**src/rtl/snn_weight_pkg.sv**
```systemverilog
// Shared definitions for the weight bulk sequencer: FSM state encodings,
// weight-half select constants and the memory-port grant encoding.
package snn_weight_pkg;

    typedef enum logic [2:0] {
        ST_IDLE     = 3'd0,
        ST_FETCH    = 3'd1,
        ST_WRITE_LO = 3'd2,
        ST_WRITE_HI = 3'd3,
        ST_DONE     = 3'd4
    } seq_state_t;

    // Which half of a captured stream beat is being written
    localparam logic HALF_LO = 1'b0;
    localparam logic HALF_HI = 1'b1;

    // Winner of the weight-memory port in a given cycle
    typedef enum logic [1:0] {
        GRANT_NONE    = 2'd0,
        GRANT_HOST_WR = 2'd1,
        GRANT_HOST_RD = 2'd2,
        GRANT_SEQ     = 2'd3
    } grant_t;

endpackage

```
**src/rtl/weight_port_arbiter.sv**
```systemverilog
// Registered host-priority mux for the weight-memory port. Host writes beat
// host reads, host reads beat sequencer writes, and the result shows up on
// mem_* exactly one cycle after the winning request.
module weight_port_arbiter
    import snn_weight_pkg::*;
#(
    parameter int WEIGHT_WIDTH = 16,
    parameter int ADDR_BITS    = 12
) (
    input  logic                    i_aclk,
    input  logic                    i_areset,
    input  logic                    i_host_we,
    input  logic                    i_host_rd_en,
    input  logic [ADDR_BITS-1:0]    i_host_addr,
    input  logic [WEIGHT_WIDTH-1:0] i_host_wdata,
    input  logic                    i_seq_we,
    input  logic [ADDR_BITS-1:0]    i_seq_addr,
    input  logic [WEIGHT_WIDTH-1:0] i_seq_wdata,
    output logic                    o_mem_we,
    output logic                    o_mem_rd_en,
    output logic [ADDR_BITS-1:0]    o_mem_addr,
    output logic [WEIGHT_WIDTH-1:0] o_mem_wdata
);

    grant_t w_grant;

    // Pick this cycle's winner; a simultaneous host read is dropped when the host writes
    always_comb begin
        w_grant = GRANT_NONE;
        if (i_host_we) begin
            w_grant = GRANT_HOST_WR;
        end else if (i_host_rd_en) begin
            w_grant = GRANT_HOST_RD;
        end else if (i_seq_we) begin
            w_grant = GRANT_SEQ;
        end
    end

    // Register the winning request onto the memory port; idle cycles drive zeros
    always_ff @(posedge i_aclk or posedge i_areset) begin
        if (i_areset) begin
            o_mem_we    <= 1'b0;
            o_mem_rd_en <= 1'b0;
            o_mem_addr  <= '0;
            o_mem_wdata <= '0;
        end else begin
            case (w_grant)
                GRANT_HOST_WR: begin
                    o_mem_we    <= 1'b1;
                    o_mem_rd_en <= 1'b0;
                    o_mem_addr  <= i_host_addr;
                    o_mem_wdata <= i_host_wdata;
                end
                GRANT_HOST_RD: begin
                    o_mem_we    <= 1'b0;
                    o_mem_rd_en <= 1'b1;
                    o_mem_addr  <= i_host_addr;
                    o_mem_wdata <= '0;
                end
                GRANT_SEQ: begin
                    o_mem_we    <= 1'b1;
                    o_mem_rd_en <= 1'b0;
                    o_mem_addr  <= i_seq_addr;
                    o_mem_wdata <= i_seq_wdata;
                end
                default: begin
                    o_mem_we    <= 1'b0;
                    o_mem_rd_en <= 1'b0;
                    o_mem_addr  <= '0;
                    o_mem_wdata <= '0;
                end
            endcase
        end
    end

endmodule

```
**src/rtl/weight_bulk_sequencer.sv**
```systemverilog
// Bulk weight loader: pulls packed two-weight beats from an AXI-Stream slave
// and writes them to consecutive weight-memory addresses, yielding the memory
// port to host single accesses whenever they arrive.
module weight_bulk_sequencer
    import snn_weight_pkg::*;
#(
    parameter int WEIGHT_WIDTH = 16,
    parameter int ADDR_BITS    = 12,
    parameter int STREAM_WIDTH = 32
) (
    input  logic                    aclk,
    input  logic                    areset,
    input  logic                    bulk_start,
    input  logic [ADDR_BITS-1:0]    bulk_start_addr,
    input  logic [ADDR_BITS-1:0]    bulk_length,
    output logic                    bulk_done,
    output logic                    bulk_busy,
    output logic                    bulk_error,
    input  logic [STREAM_WIDTH-1:0] s_axis_tdata,
    input  logic                    s_axis_tvalid,
    input  logic                    s_axis_tlast,
    output logic                    s_axis_tready,
    input  logic                    host_we,
    input  logic                    host_rd_en,
    input  logic [ADDR_BITS-1:0]    host_addr,
    input  logic [WEIGHT_WIDTH-1:0] host_wdata,
    output logic                    mem_we,
    output logic                    mem_rd_en,
    output logic [ADDR_BITS-1:0]    mem_addr,
    output logic [WEIGHT_WIDTH-1:0] mem_wdata,
    output logic [15:0]             weights_written
);

    seq_state_t               r_state;
    seq_state_t               w_next_state;

    logic [ADDR_BITS-1:0]     r_addr;
    logic [ADDR_BITS-1:0]     r_remaining;
    logic [STREAM_WIDTH-1:0]  r_beat;
    logic                     r_last;
    logic                     r_error;
    logic [15:0]              r_written;
    logic                     r_bulk_done;

    logic                     w_host_req;
    logic                     w_start;
    logic                     w_beat_accept;
    logic                     w_write_fire;
    logic                     w_final_write;
    logic                     w_beat_has_final;
    logic                     w_early_last;
    logic                     w_seq_we;
    logic                     w_half;
    logic [WEIGHT_WIDTH-1:0]  w_seq_wdata;

    assign w_host_req       = host_we | host_rd_en;
    assign w_start          = (r_state == ST_IDLE) && bulk_start;
    assign w_beat_accept    = (r_state == ST_FETCH) && s_axis_tvalid;
    assign w_write_fire     = w_seq_we && !w_host_req;
    assign w_final_write    = (r_remaining == ADDR_BITS'(1));
    assign w_beat_has_final = (r_remaining <= ADDR_BITS'(2));
    assign w_early_last     = (r_state == ST_WRITE_HI) && r_last && !w_final_write;
    assign w_seq_wdata      = (w_half == HALF_HI) ? r_beat[2*WEIGHT_WIDTH-1:WEIGHT_WIDTH]
                                                  : r_beat[WEIGHT_WIDTH-1:0];

    // State register; reset drops any load in progress straight back to idle
    always_ff @(posedge aclk or posedge areset) begin
        if (areset) begin
            r_state <= ST_IDLE;
        end else begin
            r_state <= w_next_state;
        end
    end

    // Next-state logic; writes hold their state while the host owns the port
    always_comb begin
        w_next_state = r_state;
        case (r_state)
            ST_IDLE: begin
                if (bulk_start) begin
                    w_next_state = (bulk_length == '0) ? ST_DONE : ST_FETCH;
                end
            end
            ST_FETCH: begin
                if (s_axis_tvalid) begin
                    w_next_state = ST_WRITE_LO;
                end
            end
            ST_WRITE_LO: begin
                if (!w_host_req) begin
                    w_next_state = w_final_write ? ST_DONE : ST_WRITE_HI;
                end
            end
            ST_WRITE_HI: begin
                if (!w_host_req) begin
                    w_next_state = (w_final_write || r_last) ? ST_DONE : ST_FETCH;
                end
            end
            ST_DONE: begin
                w_next_state = ST_IDLE;
            end
            default: begin
                w_next_state = ST_IDLE;
            end
        endcase
    end

    // State-decoded outputs: stream ready, busy flag and which half to write
    always_comb begin
        s_axis_tready = 1'b0;
        bulk_busy     = 1'b0;
        w_seq_we      = 1'b0;
        w_half        = HALF_LO;
        case (r_state)
            ST_FETCH: begin
                s_axis_tready = 1'b1;
                bulk_busy     = 1'b1;
            end
            ST_WRITE_LO: begin
                bulk_busy = 1'b1;
                w_seq_we  = 1'b1;
                w_half    = HALF_LO;
            end
            ST_WRITE_HI: begin
                bulk_busy = 1'b1;
                w_seq_we  = 1'b1;
                w_half    = HALF_HI;
            end
            ST_DONE: begin
                bulk_busy = 1'b1;
            end
            default: begin
                bulk_busy = 1'b0;
            end
        endcase
    end

    // Address and remaining-count tracking, loaded on start and stepped per write
    always_ff @(posedge aclk or posedge areset) begin
        if (areset) begin
            r_addr      <= '0;
            r_remaining <= '0;
        end else if (w_start) begin
            r_addr      <= bulk_start_addr;
            r_remaining <= bulk_length;
        end else if (w_write_fire) begin
            r_addr      <= r_addr + ADDR_BITS'(1);
            r_remaining <= r_remaining - ADDR_BITS'(1);
        end
    end

    // Capture each accepted beat together with its end-of-packet marker
    always_ff @(posedge aclk or posedge areset) begin
        if (areset) begin
            r_beat <= '0;
            r_last <= 1'b0;
        end else if (w_beat_accept) begin
            r_beat <= s_axis_tdata;
            r_last <= s_axis_tlast;
        end
    end

    // Sticky tlast-mismatch flag: missing tlast on the final beat, or tlast on an earlier beat
    always_ff @(posedge aclk or posedge areset) begin
        if (areset) begin
            r_error <= 1'b0;
        end else if (w_start) begin
            r_error <= 1'b0;
        end else if (w_beat_accept && w_beat_has_final && !s_axis_tlast) begin
            r_error <= 1'b1;
        end else if (w_write_fire && w_early_last) begin
            r_error <= 1'b1;
        end
    end

    // Count of bulk weights written since the last accepted start
    always_ff @(posedge aclk or posedge areset) begin
        if (areset) begin
            r_written <= '0;
        end else if (w_start) begin
            r_written <= '0;
        end else if (w_write_fire) begin
            r_written <= r_written + 16'd1;
        end
    end

    // One-cycle completion pulse issued as the FSM leaves DONE
    always_ff @(posedge aclk or posedge areset) begin
        if (areset) begin
            r_bulk_done <= 1'b0;
        end else begin
            r_bulk_done <= (r_state == ST_DONE);
        end
    end

    assign bulk_done       = r_bulk_done;
    assign bulk_error      = r_error;
    assign weights_written = r_written;

    weight_port_arbiter #(
        .WEIGHT_WIDTH (WEIGHT_WIDTH),
        .ADDR_BITS    (ADDR_BITS)
    ) u_arbiter (
        .i_aclk       (aclk),
        .i_areset     (areset),
        .i_host_we    (host_we),
        .i_host_rd_en (host_rd_en),
        .i_host_addr  (host_addr),
        .i_host_wdata (host_wdata),
        .i_seq_we     (w_seq_we),
        .i_seq_addr   (r_addr),
        .i_seq_wdata  (w_seq_wdata),
        .o_mem_we     (mem_we),
        .o_mem_rd_en  (mem_rd_en),
        .o_mem_addr   (mem_addr),
        .o_mem_wdata  (mem_wdata)
    );

endmodule

```
**config.mk**
```make
export PLATFORM = sky130hd
export DESIGN_NAME = weight_bulk_sequencer
export DESIGN_NICKNAME = d
export VERILOG_FILES = /design/src/rtl/snn_weight_pkg.sv /design/src/rtl/weight_port_arbiter.sv /design/src/rtl/weight_bulk_sequencer.sv
export SDC_FILE = /design/constraint.sdc
export NUM_CORES = 1
export LEC_CHECK = 0
export CAP_MARGIN = 20
export CORE_ASPECT_RATIO = 1.25
export CORE_MARGIN = 2
export CORE_UTILIZATION = 43
export DETAILED_ROUTE_END_ITERATION = 8
export HOLD_SLACK_MARGIN = 0.12
export PLACE_DENSITY = 0.76
export RECOVER_POWER = 50
export SLEW_MARGIN = 0
export SYNTH_ARGS = -nofsm -noshare
export SYNTH_HDL_FRONTEND = slang
export SYNTH_SLANG_ARGS = --single-unit
export TNS_END_PERCENT = 5
```
**constraint.sdc**
```tcl
create_clock -name aclk -period 3.2 [get_ports aclk]
set_input_delay 0.32 -clock aclk [delete_from_list [all_inputs] [get_ports aclk]]
set_output_delay 0.32 -clock aclk [all_outputs]
set_load 0.005 [all_outputs]
```
==> flow_summary.ini <==
[detailed_routing]
firstDrtPassIters = 4
viasPerCell = 5.64
drtIter0Drc = 259
wirelength_um = 13200
vias = 4065
ant_nets = 0
remaining_drc_errors = 0
wl_per_cell_um = 18.3

[timing]
setup_viol = 0
relSlewSlack_pct = 44.3
fin_crit_ns = 2.30
finClkSkew_ns = 0.00869
period_share_pct = 72.0
worst_slew_pin_slew_ns = 0.836
slew_violations = 0
rsz0062_at_grt = false
final_hold_viol_count = 0
finalSetupTns_ns = 0
fmax_ghz = 0.434
hold_ws_ns = 0.510

[power]
p_comb_share_pct = 29.9
ir_drop_uv = 406
power_w = 0.00495
p_int_w = 0.00335
leakagePower_nw = 2.85
switching_share_pct = 32.3
cellPowerDensity_nw_per_um2 = 728
p_clk_share_pct = 26.0
seq_power_share_pct = 44.1
power.switching_w = 0.00160

[yosys]
ys_seq_elements = 108
yosys.area.top_type = dfrtp_1
synth-adder-area-share_pct = 1.27
synth_area_per_cell_um2 = 11.0
synth_top_family_by_area = simple AND/OR/NAND/NOR gates
synth.area.mux_share_pct = 7.54
synthesis.nets = 544
yosys_warnings = 0
synth_simple_gate_area_share_pct = 17.0
synth_seq_area_share_pct = 55.0
synthDistinctLibCells = 50
syn-instance-count = 448
synth_compound_area_share_pct = 13.8
synth_edf_count = 0
netlist_top_cells_area = dfrtp_1 55%, mux2_2 7.3%, nand2_1 5.0%
syn_area_um2 = 4910
async_reset_ff_share_pct = 100
synth-xor-area-share_pct = 2.68
yosysTopAreaCellShare_pct = 55.0
yosys_most_used_dff = dfrtp_1

[cts]
h-tree-depth = 3
cts_made_buffers = 9
cts_root_buffer = clkbuf_16
ctsResizeCount = 0
clock_sinks = 108
clkLatencyLatePin_ns = 0.35
holdBufCountCts = 0
cts_tree = done
clock_path_buffers = 2
cts_setup_buffers = 0
clk_pin_slew_ns = 0.07

[floorplan]
start_util_pct = 44.1
coreArea_um2 = 11100
fp.dieH_um = 123
num_io_pins = 141
dieArea_um2 = 12300
fp-row-count = 43
fp.dieW_um = 99.6

[layout]
drive_above_1_share_pct = 10.8
area_growth_pct = 38.5
seqCellArea_um2 = 2700
multi_input_area_um2 = 2080
nets = 677
diodes = 0
fill_cells = 896

[critical_path]
critical_path.startpoint_type = register
critPathKind = register to register
end_kind = register
cp.arrival_ns = 2.53
cpPeakStageDelay_ns = 0.81
cpLargestDelayFamily = simple AND/OR/NAND/NOR gates
crit_required_ns = 3.43
cp_num_buf_inv = 0
cp_slowest_cell = or4b_2
worstPathCellList = or4b_2 -> nor4_1 -> a21oi_1 -> a211o_1
cp_max_fo = 15

[placed_design]
routabilityCongestion = 0.965
io_buffers = 140
dpl.hpwl_um = 9030

[grt]
grt_pass1_wl_um = 21300
grt_pass1_vias = 4385
grt_max_degree = 62
grt_usage_pct = 22.1
overflow = 0
antenna_found_initial = 0

[status]
outcome = finished clean

[worst_hold_path]
holdCritPathClass = register to register

[job]
cap_violations = 0
sequential cells by signal (all words and copies together) (netlist names):
name / flops
bulk_done: 1
bulk_error: 1
r_addr: 12
r_beat: 32
r_last: 1
r_remaining: 12
r_state: 3
u_arbiter.o_mem_addr: 12
u_arbiter.o_mem_rd_en: 1
u_arbiter.o_mem_wdata: 16
u_arbiter.o_mem_we: 1
weights_written: 16
power by group through the flow:
| stage | Sequential, W | Combinational, W | Clock (W) |
|---|---|---|---|
| floorplan | 0.00207 | 0.000986 | 0 |
| global placement | 0.00216 | 0.00144 | 0 |
| detailed placement | 0.00219 | 0.00149 | 0 |
| CTS | 0.00218 | 0.00151 | 0.00129 |
| global route | 0.00225 | 0.00164 | 0.00134 |
| finish | 0.00218 | 0.00148 | 0.00129 |
cells by family after synthesis:
family / after synthesis
flip-flops: 108
XOR/XNOR: 15
AND/OR/NAND/NOR: 161
adder cells (fa/ha/maj): 5
buffers and inverters: 33
AO/OA/AOI/OAI: 93
multiplexers: 33
placed cells by master, fill, tap and decap left out, drive strengths merged, types with 4 or more instances in the layout:
cell           instances
a221o                  5
clkbuf                11
nor3                   5
xor2                  13
or4                    6
nand3                 14
nand4                 13
a21oi                 15
nand2                 66
o211ai                 7
dfrtp                108
ha                     5
clkdlybuf4s50        117
nor2                  15
mux2                  32
a22o                  11
o311ai                 5
buf                    7
and2                   5
and3                   5
o221ai                16
o21ai                 15
inv                    6
or3                    6
nor4                   7
dlygate4sd3           23
o31ai                  4
Yosys cell counts (all sizes together), types with 4 or more instances:
master and n:
dfrtp 108, nand2 66, mux2 32, clkbuf 21, o221ai 16, a21oi 15
nor2 15, o21ai 15, nand3 14, nand4 13, xor2 13, a22o 11
nor4 7, o211ai 7, buf 6, or3 6, or4 6, a221o 5
and2 5, and3 5, ha 5, inv 5, nor3 5, o311ai 5
o31ai 4
metal layers:
layer | wire length [um] | track usage [%] | vias to the layer above
li1 | - | - | 1917
met1 | 5380 | 26.1 | 2007
met2 | 6910 | 39.2 | 120
met3 | 536 | 2.88 | 21
met4 | 370 | 11.8 | 0
met5 | 0 | 0 | -
final timing paths:
check                      startpoint                     to  slack, ns  cells after the start
max in group asynchronous      areset              r_beat[5]       1.45                      3
hold reg to reg             r_beat[6]              r_beat[6]       0.51                      1
setup / recovery           r_state[1]         r_remaining[8]       0.90                      4
setup reg to reg           r_state[1]         r_remaining[8]       0.90                      4
hold / removal              r_beat[6]              r_beat[6]       0.51                      1
min in group asynchronous      areset  u_arbiter.o_mem_rd_en       0.59                      2
through the flow:
stage          utilization [%]  area (um^2)  instances  setup WS, ns
2_1_floorplan                -         4910        448        0.0344
3_3_place_gp              58.0         6460        705         0.789
3_5_place_dp              58.0         6460        705         0.709
4_1_cts                   61.1         6810        721         0.917
5_1_grt                   61.1         6800        721         0.746
6_report                  61.1         6800        721         0.897
cell type report:
cell class / count / share of cell area, %
Sequential cell: 108 / 39.7
Multi-Input combinational cell: 307 / 30.6
Timing Repair Buffer: 149 / 21.7
Clock buffer: 9 / 3.31
Tap cell: 135 / 2.48
Clock inverter: 7 / 1.80
Inverter: 6 / 0.368
worst reg2reg max path, stage by stage, from the launching register on:
cell     delay [ns]
dfrtp_1        0.63
or4b_2         0.81
nor4_1         0.38
a21oi_1        0.13
a211o_1        0.24
No activity file was read; power rests on OpenSTA's default activity.
